===== src/rtl/zoom_pkg.sv =====
// Shared definitions for the zoom pipeline: default frame limits, raster
// counter widths and the frame-buffer writer state encoding.
package zoom_pkg;

   localparam int FBW_MAX_WIDTH  = 640;
   localparam int FBW_MAX_HEIGHT = 480;
   localparam int X_W            = 10;
   localparam int Y_W            = 9;

   typedef enum logic [1:0] {
      FBW_IDLE,
      FBW_WAIT_SOF,
      FBW_WRITE,
      FBW_DONE
   } fbw_state_t;

endpackage


===== src/rtl/raster_addr_gen.sv =====
// Raster x/y position and row base address for the frame-buffer writer.
// Line starts advance by STRIDE each row, so no multiplier is needed.
module raster_addr_gen
   import zoom_pkg::*;
#(
   parameter int ADDR_WIDTH = 19,
   parameter int STRIDE     = 640,
   parameter int BASE_ADDR  = 0
) (
   input  logic                  clk,
   input  logic                  rst,
   input  logic                  clear,
   input  logic                  step,
   input  logic                  resync,
   input  logic [X_W-1:0]        frame_w,
   input  logic [Y_W-1:0]        frame_h,
   output logic [X_W-1:0]        x,
   output logic [Y_W-1:0]        y,
   output logic [ADDR_WIDTH-1:0] row_base,
   output logic                  last_col,
   output logic                  last_pix
);

   logic [X_W-1:0]        r_x;
   logic [Y_W-1:0]        r_y;
   logic [ADDR_WIDTH-1:0] r_row_base;
   logic                  w_single_col;

   assign w_single_col = (frame_w == X_W'(1));
   assign last_col     = (r_x == frame_w - X_W'(1));
   assign last_pix     = last_col && (r_y == frame_h - Y_W'(1));

   always_ff @(posedge clk or posedge rst) begin
      if (rst) begin
         r_x        <= '0;
         r_y        <= '0;
         r_row_base <= '0;
      end else if (clear) begin
         r_x        <= '0;
         r_y        <= '0;
         r_row_base <= ADDR_WIDTH'(BASE_ADDR);
      end else if (resync) begin
         // Resync beat occupies (0,0); continue from the pixel after it.
         r_x        <= w_single_col ? X_W'(0) : X_W'(1);
         r_y        <= w_single_col ? Y_W'(1) : Y_W'(0);
         r_row_base <= w_single_col ? ADDR_WIDTH'(BASE_ADDR + STRIDE)
                                    : ADDR_WIDTH'(BASE_ADDR);
      end else if (step) begin
         if (last_col) begin
            r_x        <= '0;
            r_y        <= r_y + Y_W'(1);
            r_row_base <= r_row_base + ADDR_WIDTH'(STRIDE);
         end else begin
            r_x <= r_x + X_W'(1);
         end
      end
   end

   assign x        = r_x;
   assign y        = r_y;
   assign row_base = r_row_base;

endmodule


===== src/rtl/frame_buffer_writer.sv =====
// Stream-to-memory writer: lands a valid/ready raster pixel stream row-major
// into a single-port frame buffer with a fixed row pitch.
module frame_buffer_writer
   import zoom_pkg::*;
#(
   parameter int MAX_WIDTH  = FBW_MAX_WIDTH,
   parameter int MAX_HEIGHT = FBW_MAX_HEIGHT,
   parameter int STRIDE     = 640,
   parameter int BASE_ADDR  = 0,
   parameter int ADDR_WIDTH = 19,
   parameter int DATA_WIDTH = 8
) (
   input  logic                  clk,
   input  logic                  rst,
   input  logic                  start,
   input  logic [X_W-1:0]        frame_w,
   input  logic [Y_W-1:0]        frame_h,
   input  logic [DATA_WIDTH-1:0] pix_data,
   input  logic                  pix_valid,
   input  logic                  pix_sof,
   output logic                  pix_ready,
   output logic                  mem_we,
   output logic [ADDR_WIDTH-1:0] mem_addr,
   output logic [DATA_WIDTH-1:0] mem_wdata,
   output logic                  busy,
   output logic                  frame_done,
   output logic                  sync_err
);

   fbw_state_t            r_state;
   fbw_state_t            w_next;
   logic [X_W-1:0]        r_w;
   logic [Y_W-1:0]        r_h;
   logic                  r_mem_we;
   logic [ADDR_WIDTH-1:0] r_mem_addr;
   logic [DATA_WIDTH-1:0] r_mem_wdata;
   logic                  r_sync_err;

   logic                  w_accept;
   logic                  w_dims_ok;
   logic                  w_start_ok;
   logic                  w_write;
   logic                  w_resync;
   logic                  w_step;
   logic [X_W-1:0]        w_x;
   logic [Y_W-1:0]        w_y;
   logic [ADDR_WIDTH-1:0] w_row_base;
   logic                  w_last_col;
   logic                  w_last_pix;

   assign w_accept   = pix_valid & pix_ready;
   assign w_dims_ok  = (frame_w != '0) && (32'(frame_w) <= 32'(MAX_WIDTH)) &&
                       (frame_h != '0) && (32'(frame_h) <= 32'(MAX_HEIGHT));
   assign w_start_ok = (r_state == FBW_IDLE) && start && w_dims_ok;
   assign w_resync   = (r_state == FBW_WRITE) && w_accept && pix_sof;
   assign w_write    = w_accept && ((r_state == FBW_WRITE) ||
                                    ((r_state == FBW_WAIT_SOF) && pix_sof));
   assign w_step     = w_write && !w_resync;

   raster_addr_gen #(
      .ADDR_WIDTH (ADDR_WIDTH),
      .STRIDE     (STRIDE),
      .BASE_ADDR  (BASE_ADDR)
   ) u_addr_gen (
      .clk      (clk),
      .rst      (rst),
      .clear    (w_start_ok),
      .step     (w_step),
      .resync   (w_resync),
      .frame_w  (r_w),
      .frame_h  (r_h),
      .x        (w_x),
      .y        (w_y),
      .row_base (w_row_base),
      .last_col (w_last_col),
      .last_pix (w_last_pix)
   );

   always_ff @(posedge clk or posedge rst) begin
      if (rst) r_state <= FBW_IDLE;
      else     r_state <= w_next;
   end

   always_comb begin
      w_next = r_state;
      case (r_state)
         FBW_IDLE:     if (w_start_ok) w_next = FBW_WAIT_SOF;
         FBW_WAIT_SOF: if (w_accept && pix_sof)
                          w_next = w_last_pix ? FBW_DONE : FBW_WRITE;
         FBW_WRITE:    if (w_accept && !pix_sof && w_last_pix) w_next = FBW_DONE;
         FBW_DONE:     w_next = FBW_IDLE;
         default:      w_next = FBW_IDLE;
      endcase
   end

   always_comb begin
      pix_ready  = 1'b0;
      busy       = (r_state != FBW_IDLE);
      frame_done = 1'b0;
      case (r_state)
         FBW_WAIT_SOF: pix_ready  = 1'b1;
         FBW_WRITE:    pix_ready  = 1'b1;
         FBW_DONE:     frame_done = 1'b1;
         default:      ;
      endcase
   end

   always_ff @(posedge clk or posedge rst) begin
      if (rst) begin
         r_w         <= '0;
         r_h         <= '0;
         r_mem_we    <= 1'b0;
         r_mem_addr  <= '0;
         r_mem_wdata <= '0;
         r_sync_err  <= 1'b0;
      end else begin
         r_mem_we <= w_write;
         if (w_start_ok) begin
            r_w <= frame_w;
            r_h <= frame_h;
         end
         if (w_write) begin
            r_mem_addr  <= w_resync ? ADDR_WIDTH'(BASE_ADDR)
                                    : w_row_base + ADDR_WIDTH'(w_x);
            r_mem_wdata <= pix_data;
         end
         if (w_start_ok)    r_sync_err <= 1'b0;
         else if (w_resync) r_sync_err <= 1'b1;
      end
   end

   assign mem_we    = r_mem_we;
   assign mem_addr  = r_mem_addr;
   assign mem_wdata = r_mem_wdata;
   assign sync_err  = r_sync_err;

endmodule


===== config.mk =====
export PLATFORM = sky130hd
export DESIGN_NAME = frame_buffer_writer
export DESIGN_NICKNAME = d
export VERILOG_FILES = /design/src/rtl/zoom_pkg.sv /design/src/rtl/raster_addr_gen.sv /design/src/rtl/frame_buffer_writer.sv
export SDC_FILE = /design/constraint.sdc
export NUM_CORES = 1
export LEC_CHECK = 0
export BUFFER_PORTS_ARGS = -buffer_cell sky130_fd_sc_hd__buf_2
export CAP_MARGIN = 20
export CORE_AREA = 2 2 95 97
export DETAILED_ROUTE_END_ITERATION = 16
export DIE_AREA = 0 0 97 99
export PLACE_DENSITY = 0.81
export SYNTH_ARGS = -nofsm -noshare
export SYNTH_HDL_FRONTEND = slang
export SYNTH_HIERARCHICAL = 1
export SYNTH_SLANG_ARGS = --single-unit

===== constraint.sdc =====
create_clock -name clk -period 5.66 [get_ports clk]
set_clock_uncertainty 0.05 [all_clocks]
set_input_delay 0.566 -clock clk [delete_from_list [all_inputs] [get_ports clk]]
set_output_delay 0.566 -clock clk [all_outputs]
set_load 0.05 [all_outputs]

==> results of run 1 <==
report_power, final:
group | leakage (nW) | switching, mW | internal (mW) | total, mW
combinational | 1.44 | 0.790 | 0.485 | 1.27
sequential | 1.06 | 0.186 | 0.740 | 0.927
clock | 0.0822 | 0.199 | 0.168 | 0.367
total | 2.58 | 1.18 | 1.39 | 2.57
cell families (layout without fill, tap and decap cells):
| kind of cell | Yosys count | count (layout) | share of synthesized area |
|---|---|---|---|
| AND/OR/NAND/NOR | 197 | 197 | 0.191 |
| AO/OA/AOI/OAI | 112 | 112 | 0.151 |
| flip-flops | 81 | 81 | 0.403 |
| XOR/XNOR | 50 | 50 | 0.0871 |
| buffers and inverters | 49 | 103 | 0.0458 |
| multiplexers | 23 | 23 | 0.0649 |
| adder cells (fa/ha/maj) | 22 | 22 | 0.0562 |
| other | 1 | 7 | 0.000746 |
layout by cell type, fill, tap and decap left out, drive strengths merged, types with 5 or more instances in the layout:
| cell type | n |
|---|---|
| xnor2 | 32 |
| dfrtp | 81 |
| conb | 7 |
| nand2b | 5 |
| nand4 | 13 |
| mux2 | 20 |
| o21ai | 26 |
| nand3 | 21 |
| or3 | 9 |
| o21a | 7 |
| nor3 | 8 |
| a211oi | 7 |
| clkbuf | 12 |
| a21oi | 28 |
| buf | 66 |
| nand2 | 79 |
| o31ai | 11 |
| and3 | 7 |
| inv | 22 |
| ha | 21 |
| nor4 | 9 |
| nor2 | 29 |
| xor2 | 18 |
state kept, by name (all words and copies together) (netlist names), 2 cells and up:
register and cells:
r_h 9, r_w 10, u_addr_gen/x 10, u_addr_gen/row_base 12, mem_addr 19, mem_wdata 8, u_addr_gen/y 9, r_state 2
area by class of cell:
type                            instances  share of cell area
Multi-Input combinational cell        411               0.503
Sequential cell                        81               0.365
Timing Repair Buffer                   66              0.0631
Clock buffer                           12              0.0261
Tap cell                              108              0.0243
Inverter                               22              0.0149
Clock inverter                          3             0.00316
critical path, delay by kind of cell, from the launching register on:
family	cells	cell delay (ns)
AOI/OAI and AO/OA	1	0.15
adders and majority gates	1	0.36
buffers and inverters	3	0.84
DFF	1	0.44
and+or+nand+nor	5	1.82
per-layer routing:
metal | share of wire | GRT usage
met1 | 0.45 | 0.300
met2 | 0.49 | 0.381
met3 | 0.057 | 0.0511
met4 | 0.011 | 0.0748
met5 | 0 | 0
metrics by stage:
| stage | hold slack [ns] | utilization |
|---|---|---|
| finish | 0.0860 | 0.649 |
| global route | 0.0905 | 0.649 |
| CTS | 0.247 | 0.647 |
| detailed placement | 0.411 | 0.628 |
| global placement | 0.405 | 0.628 |
| floorplan | 0.453 | - |
path summary, 6_finish.rpt:
check,startpoint,endpoint,slack [ns],cells past startpoint
max in group asynchronous,rst,mem_addr[15]$_DFFE_PP0P_,4.99,3
min reg2reg,mem_wdata[6]$_DFFE_PP0P_,mem_wdata[6]$_DFFE_PP0P_,0.42,2
min in group clk,pix_data[7],mem_wdata[7]$_DFFE_PP0P_,0.35,3
max reg2reg,r_state[1]$_DFFE_PP0P_,u_addr_gen/row_base[17]$_DFFE_PP0P_,1.91,10
max,r_state[1]$_DFFE_PP0P_,u_addr_gen/row_base[17]$_DFFE_PP0P_,1.91,10
min,rst,r_h[8]$_DFFE_PP0P_,0.09,2
==> impl_metrics.ini, run 1 <==
[worst_setup_path]
cp.required_ns = 5.89
critPathLaunchType = flip-flop
cp_max_fo = 39
cp.arrival_ns = 3.97
path_cells = inv_1 -> ha_1 -> nand2_1 -> or2_2 -> inv_1 -> nand2_1 -> inv_1 -> nand3_1 -> or4_1 -> a21oi_1
crit_top_cell = inv_1
crit_type = flip-flop to flip-flop
cp_slowest_cell = or4_1
cp-end-kind = flip-flop
max_stage_delay_ns = 0.59

[clocking]
cts_resized = 0
htreeDepth = 3
clock_path_buffers = 2
ctsHoldBuffers = 0
post_cts_buffers = 0
clk_pin_slew_worst_paths_ns = 0.08
cts_buffers = 9
cts-root-buf = clkbuf_8
cts_tree = done
clk_latency_ns = 0.35
cts_num_sinks = 81

[synth]
synth_top_area_frac = 0.403
synth_most_common_cell = dfrtp_1
yosysTopAreaCell = dfrtp_1
synth_area_per_cell_um2 = 9.40
synth-edff-count = 0
syn_area_um2 = 5030
yosysSeqAreaShare = 0.403
ys_top_cells_by_count = dfrtp_1, nand2_1, xnor2_1
synthFlopType = dfrtp_1
synth_area_leaders = dfrtp_1, nand2_1, mux2_4, xnor2_1, ha_1
synth_warnings = 6
synthCells = 535
async_flop_share = 1.00
ys_ff_latch = 81
synth_cell_types = 57

[detailed_routing]
drc = 0
avgViaCountPerCell = 5.83
drtIter0Drc = 220
wl_per_cell_um = 15.2
firstDrtPassIters = 5
vias = 4096
postRouteAntennaNets = 0
totalWireLength_mm = 10.7

[finish]
nets = 645
multi_input_area_um2 = 2790
final_area_um2 = 5550
drive_gt1_frac = 0.192
n_antenna_cell = 0
stdcell_count = 703
register_area_um2 = 2030
nFillCells = 667
area_growth_pct = 10.4

[global_routing]
grt_pass1_wl_mm = 18.1
grt_max_degree = 51
antenna_found_initial = 0
grt_pass1_vias = 3882
grt_use_total = 0.229
gr-total-overflow = 0

[timing]
rsz0062_at_grt = no
maxSlewHeadroom = 0.476
period_minus_slack_ns = 3.75
finalSetupViolCount = 0
finalCritPeriodShare = 0.662
setup_tns_ns = 0
worst_pin_slew_ns = 0.784
setup_slack_ns = 1.91
drv_slew = 0
hold_violations = 0
fmax_ghz = 0.267

[power]
powerDensity_nw_per_um2 = 463
power_leakage_nw = 2.58
finalPower_mw = 2.57
ir_drop_uv = 542

[floorplanning]
io_pins = 64
dieArea_um2 = 9600
rows = 34
die_height_um = 99
core_um2 = 8550
dieWidth_um = 97
start_util = 0.588

[placement]
place_congestion = 0.845
post-place-ws_ns = 1.97
hpwl_mm = 7.82
post-place-cells = 687
placed_cell_area_um2 = 5370
io_buffers = 63

[run_status]
outcome = finished, final reports clean

[worst_hold_path]
hp-class = primary input to async pin

[run]
drv_cap = 0
Note: power is estimated with default switching activity, not from simulation.
==> run 2: changes to the inputs <==
--- a/config.mk
+++ b/config.mk
@@ -7,10 +7,10 @@
 export LEC_CHECK = 0
 export BUFFER_PORTS_ARGS = -buffer_cell sky130_fd_sc_hd__buf_2
 export CAP_MARGIN = 20
-export CORE_AREA = 2 2 95 97
+export CORE_AREA = 2 2 96 98
 export DETAILED_ROUTE_END_ITERATION = 16
-export DIE_AREA = 0 0 97 99
-export PLACE_DENSITY = 0.81
+export DIE_AREA = 0 0 98 100
+export PLACE_DENSITY = 0.79
 export SYNTH_ARGS = -nofsm -noshare
 export SYNTH_HDL_FRONTEND = slang
 export SYNTH_HIERARCHICAL = 1
==> constraint.sdc (replaced) <==
create_clock -name clk -period 3.85 [get_ports clk]
set_clock_uncertainty 0.05 [all_clocks]
set_input_delay 0.385 -clock clk [delete_from_list [all_inputs] [get_ports clk]]
set_output_delay 0.385 -clock clk [all_outputs]
set_load 0.05 [all_outputs]
==> run 2 against run 1 <==
Net effect:
- sequential cell count did not move
- largest cell class unchanged
- wire length is essentially flat
- clock-buffer cell count shrank 2
- global-route usage shrank 0.45 points
- largest power group unchanged
- power up 53%
- critical path type unchanged
- non-clock buffer count rose by 7
- sequential share of layout area is 0.68 points lower
- setup slack got worse by 1.5 ns
- final cell count grew 1.6%
- via count grew 0.29%
==> impl_metrics.ini, run 2 (synthesis results as in run 1) <==
[global_routing]
use_met1 = 0.292
antenna_found_initial = 0
grt_use_total = 0.225
grt_busiest_layer = met2
grt_pass1_wl_mm = 18.1
grt_util_met3 = 0.0474
gr-total-overflow = 0
grt_max_degree = 51
grt_pass1_vias = 4022
met2_usage = 0.385

[timing]
fmax_ghz = 0.294
finalSetupViolCount = 0
maxSlewHeadroom = 0.542
hold_violations = 0
setup_tns_ns = 0
finalCritPeriodShare = 0.883
rsz0062_at_grt = no
drv_slew = 0
worst_pin_slew_ns = 0.685
period_minus_slack_ns = 3.40

[clocking]
cts_resized = 0
clk_pin_slew_worst_paths_ns = 0.08
cts_buffers = 9
clk_latency_ns = 0.36
clock_path_buffers = 2
cts-root-buf = clkbuf_8
cts_num_sinks = 81
htreeDepth = 3
cts_tree = done

[floorplanning]
die_height_um = 100
start_util = 0.566
dieArea_um2 = 9800
rows = 35
dieWidth_um = 98
core_um2 = 8890
io_pins = 64

[worst_setup_path]
cp-end-kind = flip-flop
cp_slowest_cell = dfrtp_1
r2r-start = r_w[0]$_DFFE_PP0P_
cp_max_fo = 11
crit_type = flip-flop to flip-flop
max_stage_delay_ns = 0.49
reg2reg_slack_ns = 0.45
path_cells = inv_1 -> ha_1 -> o21ba_2 -> a221oi_1 -> a41oi_1 -> nor4b_4 -> nand2_1 -> nor4_1 -> a21oi_1 -> o22ai_1 -> o21ai_2 -> mux2_4
critPathBufInv = 1
critPathTopFamily = compound AO/OA/AOI/OAI gates
critical_path_depth = 12
cp.required_ns = 4.04
cp.arrival_ns = 3.59
ff2ff_path_depth = 12
timing.rr.end = r_state[1]$_DFFE_PP0P_
critPathLaunchType = flip-flop

[detailed_routing]
vias = 4108
firstDrtPassIters = 5
postRouteAntennaNets = 0
drtIter0Drc = 178
totalWireLength_mm = 10.7
avgViaCountPerCell = 5.75
drc = 0
wl_per_cell_um = 14.9

[finish]
n_antenna_cell = 0
mostFrequentLayoutCell = dfrtp_1
layout_common_cells = dfrtp_1, nand2_1, buf_2, xnor2_1, nor2_1
register_area_um2 = 2030
largest_register_ffs = 19
nFillCells = 738
multi_input_area_um2 = 2790
final_area_um2 = 5660
drive_gt1_frac = 0.204
nets = 652
area_growth_pct = 12.5

[power]
ir_drop_uv = 544
powerDensity_nw_per_um2 = 693
finalPower_mw = 3.92
power_leakage_nw = 2.63

[placement]
place_congestion = 0.873
hpwl_mm = 7.74
placed_cell_area_um2 = 5420
io_buffers = 63

[worst_hold_path]
min_to = mem_wdata[6]$_DFFE_PP0P_
worstHoldStart = pix_data[6]
hp-class = primary input to flip-flop
holdPathStages = 3

[run]
drv_cap = 0

[run_status]
outcome = finished, final reports clean
run 2: worst register-to-register path, delay by kind of cell (launching register included):
family | cells | cell delay, ns
AO/OA/AOI/OAI | 6 | 1.08
buffers and inverters | 1 | 0.08
AND/OR/NAND/NOR | 3 | 0.98
multiplexers | 1 | 0.31
adder cells (fa/ha/maj) | 1 | 0.31
flip-flops | 1 | 0.49
run 2: worst max-delay path by stage:
| stage | slack (ns) | startpoint | end |
|---|---|---|---|
| final | 0.45 | r_w[0]$_DFFE_PP0P_ | r_state[1]$_DFFE_PP0P_ |
| after global routing | 0.26 | r_w[0]$_DFFE_PP0P_ | r_state[1]$_DFFE_PP0P_ |
| after CTS | 0.53 | r_w[0]$_DFFE_PP0P_ | r_state[1]$_DFFE_PP0P_ |
| after detailed placement | 0.54 | r_w[0]$_DFFE_PP0P_ | r_state[1]$_DFFE_PP0P_ |
| after global placement | 0.70 | r_w[0]$_DFFE_PP0P_ | r_state[1]$_DFFE_PP0P_ |
| after floorplan | 0.65 | r_w[0]$_DFFE_PP0P_ | r_state[1]$_DFFE_PP0P_ |
run 2: final cells by class:
type | instances | area share
flip-flops and latches | 81 | 0.358
clock buffers | 10 | 0.0243
inverters | 22 | 0.0146
repair buffers | 73 | 0.0717
well taps | 111 | 0.0246
clock inverters | 6 | 0.0126
multi-input cells | 411 | 0.494
run 2: routing by layer:
metal / vias up / share of wire
met2: 129 / 0.48
met5: - / 0
met1: 1965 / 0.45
met3: 12 / 0.056
met4: 0 / 0.0099
li1: 2002 / -
run 2: stage by stage:
step / setup slack, ns / util / instances / hold slack (ns)
finish: 0.450 / 0.636 / 714 / 0.166
global route: 0.259 / 0.636 / 714 / 0.153
CTS: 0.534 / 0.633 / 712 / 0.0705
detailed placement: 0.541 / 0.609 / 696 / 0.408
global placement: 0.704 / 0.609 / 696 / 0.402
floorplan: 0.647 / - / 541 / 0.439
run 2: power breakdown:
group | total, mW | switching (mW) | internal, mW
Sequential | 1.36 | 0.270 | 1.09
Combinational | 1.90 | 1.17 | 0.736
Clock | 0.658 | 0.333 | 0.324
Total | 3.92 | 1.77 | 2.15
run 2: what timing repair did:
action,CTS,global route
hold buffers,0,1
endpoints found under the hold margin,0,11
buffers inserted,0,0
==> run 3: changes to the inputs <==
--- a/config.mk
+++ b/config.mk
@@ -7,10 +7,10 @@
 export LEC_CHECK = 0
 export BUFFER_PORTS_ARGS = -buffer_cell sky130_fd_sc_hd__buf_2
 export CAP_MARGIN = 20
-export CORE_AREA = 2 2 96 98
+export CORE_AREA = 2 2 101 103
 export DETAILED_ROUTE_END_ITERATION = 16
-export DIE_AREA = 0 0 98 100
-export PLACE_DENSITY = 0.79
+export DIE_AREA = 0 0 103 105
+export PLACE_DENSITY = 0.75
 export SYNTH_ARGS = -nofsm -noshare
 export SYNTH_HDL_FRONTEND = slang
 export SYNTH_HIERARCHICAL = 1
==> constraint.sdc (replaced) <==
create_clock -name clk -period 2.8 [get_ports clk]
set_clock_uncertainty 0.05 [all_clocks]
set_input_delay 0.28 -clock clk [delete_from_list [all_inputs] [get_ports clk]]
set_output_delay 0.28 -clock clk [all_outputs]
set_load 0.05 [all_outputs]
==> run 3 against run 2 <==
Net effect:
- maximum frequency is 25% higher
- hold slack worse by 0.11 ns
- sequential power is 36% higher
- combinational power is 55% higher
- register-to-register slack worse by 0.38 ns
- critical path depth is 2 lower
- critical path type unchanged
- largest cell class unchanged
- highest routed layer unchanged
==> impl_metrics.ini, run 3 (synthesis results as in run 1) <==
[timing]
finalCritPeriodShare = 0.975
finalSetupViolCount = 0
whs_ns = 0.0597
worst_pin_slew_ns = 0.598
hold_violations = 0
drv_slew = 0
maxSlewHeadroom = 0.602
fmax_ghz = 0.366
period_minus_slack_ns = 2.73
setup_slack_ns = 0.0711
rsz0062_at_grt = yes

[power]
power_leakage_nw = 2.72
ir_drop_uv = 919
finalPower_mw = 5.58
powerDensity_nw_per_um2 = 947

[detailed_routing]
postRouteAntennaNets = 0
vias = 4243
totalWireLength_mm = 11.3
wl_per_cell_um = 14.9
highest_layer = met4
wl_met3_um = 441
drc = 0
avgViaCountPerCell = 5.61
met2_length_mm = 5.52
firstDrtPassIters = 5
m1WireLength_mm = 5.15
drtIter0Drc = 213

[global_routing]
antenna_found_initial = 0
grt_use_total = 0.220
grt_pass1_wl_mm = 19.1
grt_pass1_vias = 4176
grt_max_degree = 51
gr-total-overflow = 0

[worst_setup_path]
ff2ff_path_depth = 10
cp_max_fo = 12
reg2reg_slack_ns = 0.07
cp_slowest_cell = or4_1
crit_type = flip-flop to flip-flop
path_cells = inv_1 -> ha_4 -> o21ba_4 -> a221oi_2 -> a41oi_2 -> nor4b_4 -> nand3_1 -> buf_4 -> or4_1 -> a21oi_1
critPathLaunchType = flip-flop
timing.rr.end = u_addr_gen/row_base[17]$_DFFE_PP0P_
cp.required_ns = 3.03
max_stage_delay_ns = 0.50
r2r-start = r_w[1]$_DFFE_PP0P_
cp-end-kind = flip-flop
critPathBufInv = 2
critPathTopFamily = simple AND/OR/NAND/NOR gates
cp.arrival_ns = 2.96

[placement]
io_buffers = 63
post-place-ws_ns = 0.0553
place_congestion = 0.849
hpwl_mm = 8.19
placed_cell_area_um2 = 5600

[worst_hold_path]
min_to = mem_wdata[6]$_DFFE_PP0P_
hp-class = primary input to flip-flop
worstHoldStart = pix_data[6]
holdPathStages = 3

[finish]
drive_gt1_frac = 0.250
layout_common_cells = dfrtp_1, nand2_1, buf_2, xnor2_1, a21oi_1
largest_register_ffs = 19
nets = 672
n_antenna_cell = 0
area_growth_pct = 17.3
final_area_um2 = 5900
mostFrequentLayoutCell = dfrtp_1

[clocking]
clk_latency_ns = 0.35
cts_tree = done
htreeDepth = 3
cts-root-buf = clkbuf_8
clk_pin_slew_worst_paths_ns = 0.09
cts_buffers = 9
cts_num_sinks = 81
clock_path_buffers = 2

[run]
drv_cap = 0

[floorplanning]
dieWidth_um = 103
die_height_um = 105
rows = 36
io_pins = 64
start_util = 0.522
core_um2 = 9640
dieArea_um2 = 10800

[run_status]
outcome = finished, final reports clean
==> run 3: cell types whose count changed in the layout (fill, tap and decap cells not counted), sizes merged <==
| cell | previous run | this run |
|---|---|---|
| buf | 72 | 92 |
| inv | 25 | 23 |
| bufinv | 1 | 0 |
| clkbuf | 10 | 11 |
| clkinv | 0 | 1 |
| clkinvlp | 2 | 3 |
==> run 3: cell type report <==
cell class	instances	area [µm²]
fill	853	3740
multi-input combinational	411	2880
sequential	81	2030
timing repair buffer	93	559
tap	133	166
clock buffer	11	141
inverter	22	82.6
clock inverter	5	40.0
==> run 3: repair_timing <==
item                       in CTS  in global routing
resized for setup               0                 11
hold endpoints to repair       31                  0
setup buffers                   0                  6
hold buffers                    1                  0
setup endpoints to repair       0                  8
==> run 3: worst max path at each step <==
stage                     slack (ns)                                  end               start  cells past startpoint
after detailed placement        0.06               r_state[1]$_DFFE_PP0P_  r_w[1]$_DFFE_PP0P_                     12
final                           0.07  u_addr_gen/row_base[17]$_DFFE_PP0P_  r_w[1]$_DFFE_PP0P_                     10
after floorplan                -0.08               r_state[1]$_DFFE_PP0P_  r_w[0]$_DFFE_PP0P_                     14
after global routing           -0.05               r_state[1]$_DFFE_PP0P_  r_w[1]$_DFFE_PP0P_                     12
after CTS                       0.03               r_state[1]$_DFFE_PP0P_  r_w[1]$_DFFE_PP0P_                     12
after global placement          0.17               r_state[1]$_DFFE_PP0P_  r_w[3]$_DFFE_PP0P_                     11
==> run 3: tightest hold or removal path, stage by stage <==
cell and delay, ns:
buf_2 0.07, nand2_1 0.04, nand2_1 0.04
==> run 3: metrics by stage <==
stage / utilization / TNS (ns) / std cells
after global placement: 0.581 / 0 / 732
after floorplan: - / -0.0775 / 541
after CTS: 0.601 / 0 / 749
after global routing: 0.612 / -0.0600 / 756
after detailed placement: 0.581 / 0 / 732
final: 0.612 / 0 / 756
==> run 3: per-layer routing <==
| layer | vias up | GRT usage |
|---|---|---|
| met4 | 0 | 0.0865 |
| met2 | 118 | 0.367 |
| li1 | 2056 | - |
| met1 | 2053 | 0.288 |
| met3 | 16 | 0.0247 |
| met5 | - | 0 |
==> run 3: report_power, final <==
group / total [mW] / switching, mW / internal, mW
clock network: 0.799 / 0.447 / 0.351
registers: 1.85 / 0.348 / 1.50
logic: 2.94 / 1.74 / 1.20
total: 5.58 / 2.53 / 3.05
